### src/rtl/pc_pkg.sv
// Shared program-counter definitions: default address width and the
// decoded control-flow request type with its priority encoder.
package pc_pkg;

  localparam int unsigned PC_WIDTH_DEFAULT = 8;

  typedef enum logic [1:0] {
    REQ_NONE,
    REQ_JMP,
    REQ_CALL,
    REQ_RET
  } ctl_req_t;

  // Return outranks call, call outranks jump.
  function automatic ctl_req_t encode_req(input logic jmp, input logic call, input logic ret);
    if (ret)       return REQ_RET;
    else if (call) return REQ_CALL;
    else if (jmp)  return REQ_JMP;
    else           return REQ_NONE;
  endfunction

  function automatic logic multi_req(input logic jmp, input logic call, input logic ret);
    return (jmp & call) | (jmp & ret) | (call & ret);
  endfunction

endpackage

### src/rtl/call_stack_ctrl_if.sv
// Decoder-facing request bundle and program-counter load outputs of call_stack_ctrl.
interface call_stack_ctrl_if #(
  parameter int unsigned PC_WIDTH = pc_pkg::PC_WIDTH_DEFAULT,
  parameter int unsigned DEPTH    = 8
);
  localparam int unsigned DW = $clog2(DEPTH) + 1;

  logic [PC_WIDTH-1:0] pc;
  logic                jmp_req;
  logic                call_req;
  logic                ret_req;
  logic [PC_WIDTH-1:0] target;
  logic                wr_en;
  logic [PC_WIDTH-1:0] counteradress;
  logic [DW-1:0]       depth;
  logic                empty;
  logic                full;
  logic                err;

  modport master (
    output pc, jmp_req, call_req, ret_req, target,
    input  wr_en, counteradress, depth, empty, full, err
  );

  modport slave (
    input  pc, jmp_req, call_req, ret_req, target,
    output wr_en, counteradress, depth, empty, full, err
  );

endinterface

### src/rtl/addr_stack.sv
// Return-address LIFO: storage array plus depth pointer. The caller must
// never push when full or pop when empty.
module addr_stack #(
  parameter int unsigned PC_WIDTH = pc_pkg::PC_WIDTH_DEFAULT,
  parameter int unsigned DEPTH    = 8,
  localparam int unsigned AW      = $clog2(DEPTH),
  localparam int unsigned DW      = $clog2(DEPTH) + 1
) (
  input  logic                clk,
  input  logic                res,
  input  logic                push,
  input  logic                pop,
  input  logic [PC_WIDTH-1:0] din,
  output logic [PC_WIDTH-1:0] dout,
  output logic [DW-1:0]       depth,
  output logic                empty,
  output logic                full
);

  logic [PC_WIDTH-1:0] mem [DEPTH];
  logic [DW-1:0]       depth_q;
  logic [AW-1:0]       top_idx;

  always_ff @(posedge clk or posedge res) begin
    if (res) begin
      depth_q <= '0;
    end else if (push) begin
      depth_q <= depth_q + DW'(1);
    end else if (pop) begin
      depth_q <= depth_q - DW'(1);
    end
  end

  // Contents are don't-care after reset, so storage carries no reset.
  always_ff @(posedge clk) begin
    if (push) begin
      mem[depth_q[AW-1:0]] <= din;
    end
  end

  assign top_idx = depth_q[AW-1:0] - AW'(1);
  assign dout    = mem[top_idx];
  assign depth   = depth_q;
  assign empty   = (depth_q == '0);
  assign full    = (depth_q == DW'(DEPTH));

endmodule

### src/rtl/call_stack_ctrl.sv
// Control-flow stage ahead of the program counter: turns jump/call/return
// requests into a one-cycle load strobe and address, keeping a return stack.
module call_stack_ctrl
  import pc_pkg::*;
#(
  parameter int unsigned PC_WIDTH = PC_WIDTH_DEFAULT,
  parameter int unsigned DEPTH    = 8
) (
  input logic               clk,
  input logic               res,
  call_stack_ctrl_if.slave  bus
);

  ctl_req_t            req;
  logic                conflict;
  logic                push;
  logic                pop;
  logic [PC_WIDTH-1:0] ret_addr;
  logic [PC_WIDTH-1:0] stack_top;
  logic                stack_empty;
  logic                stack_full;

  logic                wr_en_q,  wr_en_d;
  logic [PC_WIDTH-1:0] addr_q,   addr_d;
  logic                err_q,    err_d;

  addr_stack #(
    .PC_WIDTH (PC_WIDTH),
    .DEPTH    (DEPTH)
  ) u_stack (
    .clk   (clk),
    .res   (res),
    .push  (push),
    .pop   (pop),
    .din   (ret_addr),
    .dout  (stack_top),
    .depth (bus.depth),
    .empty (stack_empty),
    .full  (stack_full)
  );

  // pc of all ones wraps the return address to zero; that is legal.
  assign ret_addr = bus.pc + PC_WIDTH'(1);

  always_comb begin
    req      = encode_req(bus.jmp_req, bus.call_req, bus.ret_req);
    conflict = multi_req(bus.jmp_req, bus.call_req, bus.ret_req);
    push     = 1'b0;
    pop      = 1'b0;
    wr_en_d  = 1'b0;
    addr_d   = addr_q;
    err_d    = err_q | conflict;

    unique case (req)
      REQ_JMP: begin
        wr_en_d = 1'b1;
        addr_d  = bus.target;
      end
      REQ_CALL: begin
        if (stack_full) begin
          err_d = 1'b1;
        end else begin
          push    = 1'b1;
          wr_en_d = 1'b1;
          addr_d  = bus.target;
        end
      end
      REQ_RET: begin
        if (stack_empty) begin
          err_d = 1'b1;
        end else begin
          pop     = 1'b1;
          wr_en_d = 1'b1;
          addr_d  = stack_top;
        end
      end
      default: ;
    endcase
  end

  always_ff @(posedge clk or posedge res) begin
    if (res) begin
      wr_en_q <= 1'b0;
      addr_q  <= '0;
      err_q   <= 1'b0;
    end else begin
      wr_en_q <= wr_en_d;
      addr_q  <= addr_d;
      err_q   <= err_d;
    end
  end

  assign bus.wr_en         = wr_en_q;
  assign bus.counteradress = addr_q;
  assign bus.err           = err_q;
  assign bus.empty         = stack_empty;
  assign bus.full          = stack_full;

endmodule

### src/flat_wrapper.sv
// flat-port wrapper written by rule: the top's interface ports become plain ports
module call_stack_ctrl_flat import pc_pkg::*;
#(
  parameter int unsigned PC_WIDTH = PC_WIDTH_DEFAULT,
  parameter int unsigned DEPTH    = 8
)
  (clk, res, bus_pc, bus_jmp_req, bus_call_req, bus_ret_req, bus_target, bus_wr_en, bus_counteradress, bus_depth, bus_empty, bus_full, bus_err);
  call_stack_ctrl_if #(.PC_WIDTH(PC_WIDTH), .DEPTH(DEPTH)) bus_i ();
  input logic clk;
  input logic res;
  input wire logic [$bits(bus_i.pc)-1:0] bus_pc;
  input wire logic [$bits(bus_i.jmp_req)-1:0] bus_jmp_req;
  input wire logic [$bits(bus_i.call_req)-1:0] bus_call_req;
  input wire logic [$bits(bus_i.ret_req)-1:0] bus_ret_req;
  input wire logic [$bits(bus_i.target)-1:0] bus_target;
  output wire logic [$bits(bus_i.wr_en)-1:0] bus_wr_en;
  output wire logic [$bits(bus_i.counteradress)-1:0] bus_counteradress;
  output wire logic [$bits(bus_i.depth)-1:0] bus_depth;
  output wire logic [$bits(bus_i.empty)-1:0] bus_empty;
  output wire logic [$bits(bus_i.full)-1:0] bus_full;
  output wire logic [$bits(bus_i.err)-1:0] bus_err;
  assign bus_i.pc = bus_pc;
  assign bus_i.jmp_req = bus_jmp_req;
  assign bus_i.call_req = bus_call_req;
  assign bus_i.ret_req = bus_ret_req;
  assign bus_i.target = bus_target;
  assign bus_wr_en = bus_i.wr_en;
  assign bus_counteradress = bus_i.counteradress;
  assign bus_depth = bus_i.depth;
  assign bus_empty = bus_i.empty;
  assign bus_full = bus_i.full;
  assign bus_err = bus_i.err;
  call_stack_ctrl #(.PC_WIDTH(PC_WIDTH), .DEPTH(DEPTH)) u_core (.clk(clk), .res(res), .bus(bus_i));
endmodule
### config.mk
export PLATFORM = sky130hd
export DESIGN_NAME = call_stack_ctrl_flat
export DESIGN_NICKNAME = d
export VERILOG_FILES = /design/src/rtl/pc_pkg.sv /design/src/rtl/call_stack_ctrl_if.sv /design/src/rtl/addr_stack.sv /design/src/rtl/call_stack_ctrl.sv /design/src/flat_wrapper.sv
export SDC_FILE = /design/constraint.sdc
export NUM_CORES = 1
export LEC_CHECK = 0
export ABC_AREA = 1
export CAP_MARGIN = 25
export CORE_UTILIZATION = 35
export DETAILED_ROUTE_END_ITERATION = 16
export HOLD_SLACK_MARGIN = 0.12
export SYNTH_ARGS = -nofsm -noshare
export SYNTH_HDL_FRONTEND = slang
export SYNTH_SLANG_ARGS = --single-unit
### constraint.sdc
create_clock -name clk -period 3.1 [get_ports clk]
set_input_delay 0.465 -clock clk [delete_from_list [all_inputs] [get_ports clk]]
set_output_delay 0.465 -clock clk [all_outputs]
set_load 0.02 [all_outputs]
## After elaboration in Yosys (flattened, before gate mapping)

Memories as Yosys holds them, arrays and structs flattened.
Index checks and enable logic that the tools add are counted.

- Register bits: 14
- Bits in writable memories: 64
- Input bits: 21
- Output and inout bits: 16
- Word-level logic and storage cells: 43
- Memories: 1

- Add/sub/neg operators: 4
- Equality and inequality tests: 6
- Mux-type cells: 18
- Bitwise operators: 6
- Reductions and logical operators: 4

Memories:

| name | depth | bits a word | rd ports | clocked after memory_dff | wr ports | RTL line | RTL |
|---|---|---|---|---|---|---|---|
| u_core.u_stack.mem | 8 | 8 | 1 | 0 | 1 | addr_stack.sv:20 | `logic [PC_WIDTH-1:0] mem [DEPTH];` |

Operator list:

| kind | number |
|---|---|
| one-hot mux 8 bit (3 select lines) | 1 |
| 2-to-1 mux 8 bit | 2 |
| 2-to-1 mux 1 bit | 9 |
| adder 8 x 1 -> 8 bit (second input constant) | 1 |
| 2-to-1 mux 4 bit | 2 |
| adder 4 x 1 -> 4 bit (second input constant) | 1 |
| equality test 2 bit (second input constant) | 2 |
| equality test 4 bit (second input constant) | 1 |
| zero test 4 bit | 1 |
| 2-to-1 mux 2 bit | 2 |
| != test 2 bit (second input constant) | 2 |
| subtractor 4 x 1 -> 4 bit (second input constant) | 1 |
| AND 1 bit | 3 |
| OR 1 bit | 3 |
| one-hot mux 1 bit (3 select lines) | 1 |
| AND reduction 3 bit | 1 |
| nonzero test 3 bit | 1 |
| subtractor 3 x 1 -> 3 bit (second input constant) | 1 |
| equality test 2 x 1 -> 1 bit (second input constant) | 1 |
| one-hot mux 1 bit (2 select lines) | 1 |
| nonzero test 2 bit | 1 |

## Depth between registers and ports, before layout

- Depth after elaboration: 7
- Gate-level depth with buffers: 14
- Mapped depth without buffers: 12

## Hierarchy

From an unflattened synthesis, not the netlist that was laid out.

- Cell total of the unflattened synthesis: 416
- Area total of the unflattened synthesis: 3862.5 sq um

By module, submodules not included:

| module | instances | cells an instance | area an instance (sq um) | seq. area each (sq um) |
|---|---|---|---|---|
| addr_stack | 1 | 310 | 3151.8 | 2021.9 |
| call_stack_ctrl | 1 | 106 | 710.7 | 250.2 |

## Worst setup path before layout

OpenSTA, ideal clock, no wires.

- Path kind: register to register
- Start point: register u_core.u_stack.depth_q[0], in the netlist u_core.u_stack.depth[0]
- End point: register u_core.u_stack.depth_q[3], in the netlist u_core.u_stack.depth[3]
- Data arrival time: 2.294 ns
- Data required time: 2.983 ns
- Path slack: 0.688 ns
- Cell stages (with the launch flop): 14
- Buffers on the path: 2
- Clock period less this slack: 2.412 ns
- Path through: dfrtp_1 buf_2 inv_2 buf_2 ha_1 nand3_2 nand3_2 ha_1 nand2_1 nand2_1 o21ai_0 nand3_1 nand2_1 nand2_1

- Cells in the longest elaborated chain, start to end: 4

Ends and longest elaborated chain:

| what | RTL line | RTL |
|---|---|---|
| start: declaration | addr_stack.sv:21 | `logic [DW-1:0] depth_q;` |
| start signal: assignment | addr_stack.sv:28 | `depth_q <= depth_q + DW'(1);` |
| start signal: assignment | addr_stack.sv:30 | `depth_q <= depth_q - DW'(1);` |
| branches (longest 4 deep; another with subtractor 4 x 1 -> 4 bit) | n/a |  |

Parallel ways; which one is timed is not known. The select of a mux whose other input is x is not followed.
A chain may end at the register's enable or synchronous reset.

## Worst setup path in the final report

- Start point: register u_core.u_stack.depth_q[1], in the netlist u_core.u_stack.depth[1]
- End point: output port bus_full

- Cells in the longest elaborated chain, start to end: 1

Ends and longest elaborated chain:

| what | RTL line | RTL |
|---|---|---|
| equality test 4 bit | addr_stack.sv:45 | `assign full = (depth_q == DW'(DEPTH));` |
| end: declaration | flat_wrapper.sv:20 | `output wire logic [$bits(bus_i.full)-1:0] bus_full;` |

Every way passes these cells.

==> flow_summary.rst <==
.. list-table::
   :header-rows: 1

   * - Metric
     - Value
   * - Antenna cell count
     - 0
   * - Max VDD drop
     - between 0.0003 and 0.0004 V
   * - Final count of negative-setup-slack endpoints
     - 0
   * - Number of max-capacitance violations reported
     - 0
   * - Hold violation total from the final report
     - 0
   * - Top_reg_cell synth
     - sky130_fd_sc_hd__edfxtp_1
   * - TritonCTS clock tree
     - yes
   * - Mean cell area of the mapped netlist
     - roughly 9.6 sq um
   * - Post-route clock period utilization
     - 0.839
   * - Final setup skew
     - 0.00988 ns
   * - First-pass GRT wire length
     - around 13000 microns
   * - Worst Setup SP
     - u_core.u_stack.depth[1]
   * - Standard-cell rows
     - 37
   * - Number of global-route vias before repair
     - between 2000 and 3000
   * - M3 GR Usage
     - 0.0299
   * - Area of the core
     - between 10000 and 15000 sq um
   * - Number of hold buffers added after cts
     - 0
   * - Startpoint of the lowest-slack register-to-register path
     - u_core.u_stack.depth[1]
   * - Number of top-level pins
     - 37
   * - Critical-path maximum fanout
     - 6
   * - Slew HR
     - 0.535
   * - Highest-utilization routing layer at the global route stage
     - met2
   * - Remaining global-route overflow
     - 0
   * - Number of sinks on the clock net
     - 78
   * - Leakage
     - 0.00199 uW
   * - RSZ-0062 raised after global routing
     - no
   * - Post-synthesis cell area
     - ~3700 sq um
   * - Worst setup path category
     - register to output pin
   * - Height of the die
     - between 100 and 150 microns
   * - Fraction of the yosys area taken by sequential cells
     - 0.615
   * - Port Buffer Count
     - 36
   * - Number of antenna violations at the first check in global routing
     - 0
   * - Remaining antenna violation count after routing
     - 0
   * - Total of cells resized after clock tree synthesis
     - 0
   * - Number of vias after detailed routing
     - 2629
   * - Number of synthesis warnings
     - 0
   * - Number of storage elements in the synthesis netlist
     - approximately 80
   * - Cell at the root of the clock tree
     - sky130_fd_sc_hd__clkbuf_8
   * - Buffer levels on the longest clock path
     - 2
   * - Routed len/inst
     - 14.6 microns
   * - Total clock buffers created by CTS
     - 9
   * - Capture point of the worst path
     - bus_full
   * - Layout cells sized above 1
     - 0.0934
   * - Met2 routing resource usage after global routing
     - 0.277
   * - Routability cong.
     - 0.928
   * - Gate count after technology mapping
     - 383
   * - Worst reg-to-reg path cell count
     - 11
   * - Power density of the placed cells
     - a little under 900 nW/um^2
   * - Reg-to-reg setup timing slack
     - approximately 0.72 ns
   * - Die Width
     - about 100 microns
   * - Number of remaining DRC errors
     - 0
   * - Destination of the worst register-to-register timing path
     - u_core.u_stack.depth[3]
   * - Worst slew pin tran
     - a little under 0.7 ns
   * - Shortest clock period the worst path allows after layout
     - approximately 2.6 ns
   * - Die Area
     - 11000 sq um
   * - Number of nets in the layout
     - 460
   * - 1st-pass router iterations
     - 4
   * - Detail Placement HPWL
     - slightly above 6000 microns
   * - Starting DRC count in detailed routing
     - 172
   * - Clock-pin slew on the worst setup and hold paths
     - roughly 0.09 ns
   * - Count of cell types in the netlist
     - 24
   * - Latest clock arrival within the worst-skew pair
     - between 0.3 and 0.4 ns
   * - Hold slack final
     - roughly 0.45 ns
   * - Required time of the worst setup path
     - between 2 and 3 ns
   * - Crit path DAT
     - between 2 and 2.5 ns
   * - GR met1 Demand/Resource
     - 0.204
   * - Post-synth top area share
     - 0.521
   * - Area overhead of the layout relative to synthesis
     - 21.2%
   * - Most common library cells after synthesis
     - sky130_fd_sc_hd__nand2_1 (115), sky130_fd_sc_hd__inv_1 (68), sky130_fd_sc_hd__edfxtp_1 (64)
   * - Slew Viols, Final
     - 0
   * - Count of flip-flops with a built-in enable after synthesis
     - 64
   * - Via-per-instance ratio
     - roughly 4.6
   * - Filler cell count
     - around 1000
   * - Pin count of the biggest net entering global routing
     - 37
   * - Fraction of synthesis flops using an asynchronous set or reset pin
     - 0.179
   * - Worst min-delay path category
     - input pin to asynchronous set/reset pin
   * - Area contributors post-synth
     - sky130_fd_sc_hd__edfxtp_1 (52%), sky130_fd_sc_hd__nand2_1 (12%), sky130_fd_sc_hd__dfrtp_1 (9.5%)
   * - FMAX
     - 384 MHz
   * - Synth Net Count
     - around 410
   * - Cell type contributing the most total cell area after synthesis
     - sky130_fd_sc_hd__edfxtp_1
   * - Initial standard-cell utilization of the core
     - 0.359
   * - Post-CTS repair timing setup buffer count
     - 0
   * - Level count of the clock H-tree
     - 3
   * - Element type at the critical path start
     - register
   * - Post-Route Setup TNS
     - 0 ns
   * - Type of element capturing the critical path
     - output pin
   * - Most common cell in the synthesized netlist
     - sky130_fd_sc_hd__nand2_1
   * - Combined global-route utilization of all metal layers
     - 0.164
   * - Run status
     - complete, no violations
   * - Sum of routed wire length over all layers
     - 8410 microns
==> layout by cell type, fill, tap and decap left out, types with 7 or more instances in the layout <==
cell type,synthesis,routed
sky130_fd_sc_hd__clkbuf_8,3,10
sky130_fd_sc_hd__nor2_1,20,20
sky130_fd_sc_hd__edfxtp_1,64,64
sky130_fd_sc_hd__inv_1,68,68
sky130_fd_sc_hd__dfrtp_1,14,14
sky130_fd_sc_hd__xor2_1,8,8
sky130_fd_sc_hd__nand3_1,53,53
sky130_fd_sc_hd__nand2_1,115,115
sky130_fd_sc_hd__clkdlybuf4s50_1,0,36
sky130_fd_sc_hd__buf_4,0,16
sky130_fd_sc_hd__a21oi_1,7,7
==> flip-flops by register name, indices dropped and copies added, names as in the netlist <==
signal / cells
u_core.u_stack.mem: 64
u_core.bus.wr_en: 1
u_core.u_stack.depth: 4
u_core.bus.err: 1
u_core.bus.counteradress: 8
==> layer usage <==
metal / share of wire / vias to the layer above
li1: - / 1317
met1: 0.45 / 1207
met2: 0.48 / 87
met3: 0.056 / 18
met4: 0.020 / 0
met5: 0 / -
==> critical path, cell delays in order (launching register included) <==
cell and delay [ns]:
sky130_fd_sc_hd__dfrtp_1 0.49, sky130_fd_sc_hd__inv_1 0.18, sky130_fd_sc_hd__ha_1 0.31, sky130_fd_sc_hd__nand3_2 0.15
sky130_fd_sc_hd__inv_1 0.07, sky130_fd_sc_hd__clkdlybuf4s50_1 0.59
==> cell families (layout without fill, tap and decap cells) <==
logic type | Yosys count | in the layout | synth area share
buffers and inverters | 83 | 139 | 0.0976
xor gates and xnor gates | 10 | 10 | 0.0237
adders and majority gates | 5 | 5 | 0.0190
AOI/OAI and AO/OA | 13 | 13 | 0.0203
DFF | 78 | 78 | 0.615
and+or+nand+nor | 194 | 194 | 0.224
==> per-stage QoR <==
stage / area, sq um / total power (uW) / setup WS, ns / instances / utilization
after global routing: 4470 / 4200 / 0.390 / 575 / 0.435
final: 4470 / 3940 / 0.499 / 575 / 0.435
after global placement: 4250 / 3120 / 0.581 / 559 / 0.413
after floorplan: 3690 / 2620 / 0.688 / 383 / -
after detailed placement: 4250 / 3130 / 0.479 / 559 / 0.413
after CTS: 4470 / 3970 / 0.475 / 575 / 0.435
==> worst min-delay path by stage <==
stage | start | endpoint | slack, ns
after floorplan | res | u_core.bus.counteradress[0] | 0.35
after global placement | u_core.bus.err | u_core.bus.err | 0.50
after detailed placement | u_core.bus.counteradress[2] | u_core.bus.counteradress[2] | 0.52
after CTS | res | u_core.bus.counteradress[7] | 0.47
after global routing | res | u_core.u_stack.depth[0] | 0.52
final | res | u_core.bus.counteradress[7] | 0.45
==> power by group <==
group	total, uW	switching [uW]	internal (uW)	leakage [uW]
clock	830	382	448	0.000108
sequential	1380	89.0	1290	0.000737
combinational	1730	1120	613	0.00114
==> final cells by class <==
type / instances / area, sq um / share of cell area
Clock buffer: 11 / 163 / 0.0364
Timing Repair Buffer: 52 / 480 / 0.107
Tap cell: 136 / 170 / 0.0380
Inverter: 71 / 267 / 0.0596
Sequential cell: 78 / 2270 / 0.508
Multi-Input combinational cell: 222 / 1060 / 0.237
Clock inverter: 5 / 62.6 / 0.0140
Note: power is estimated with default switching activity, not from simulation.
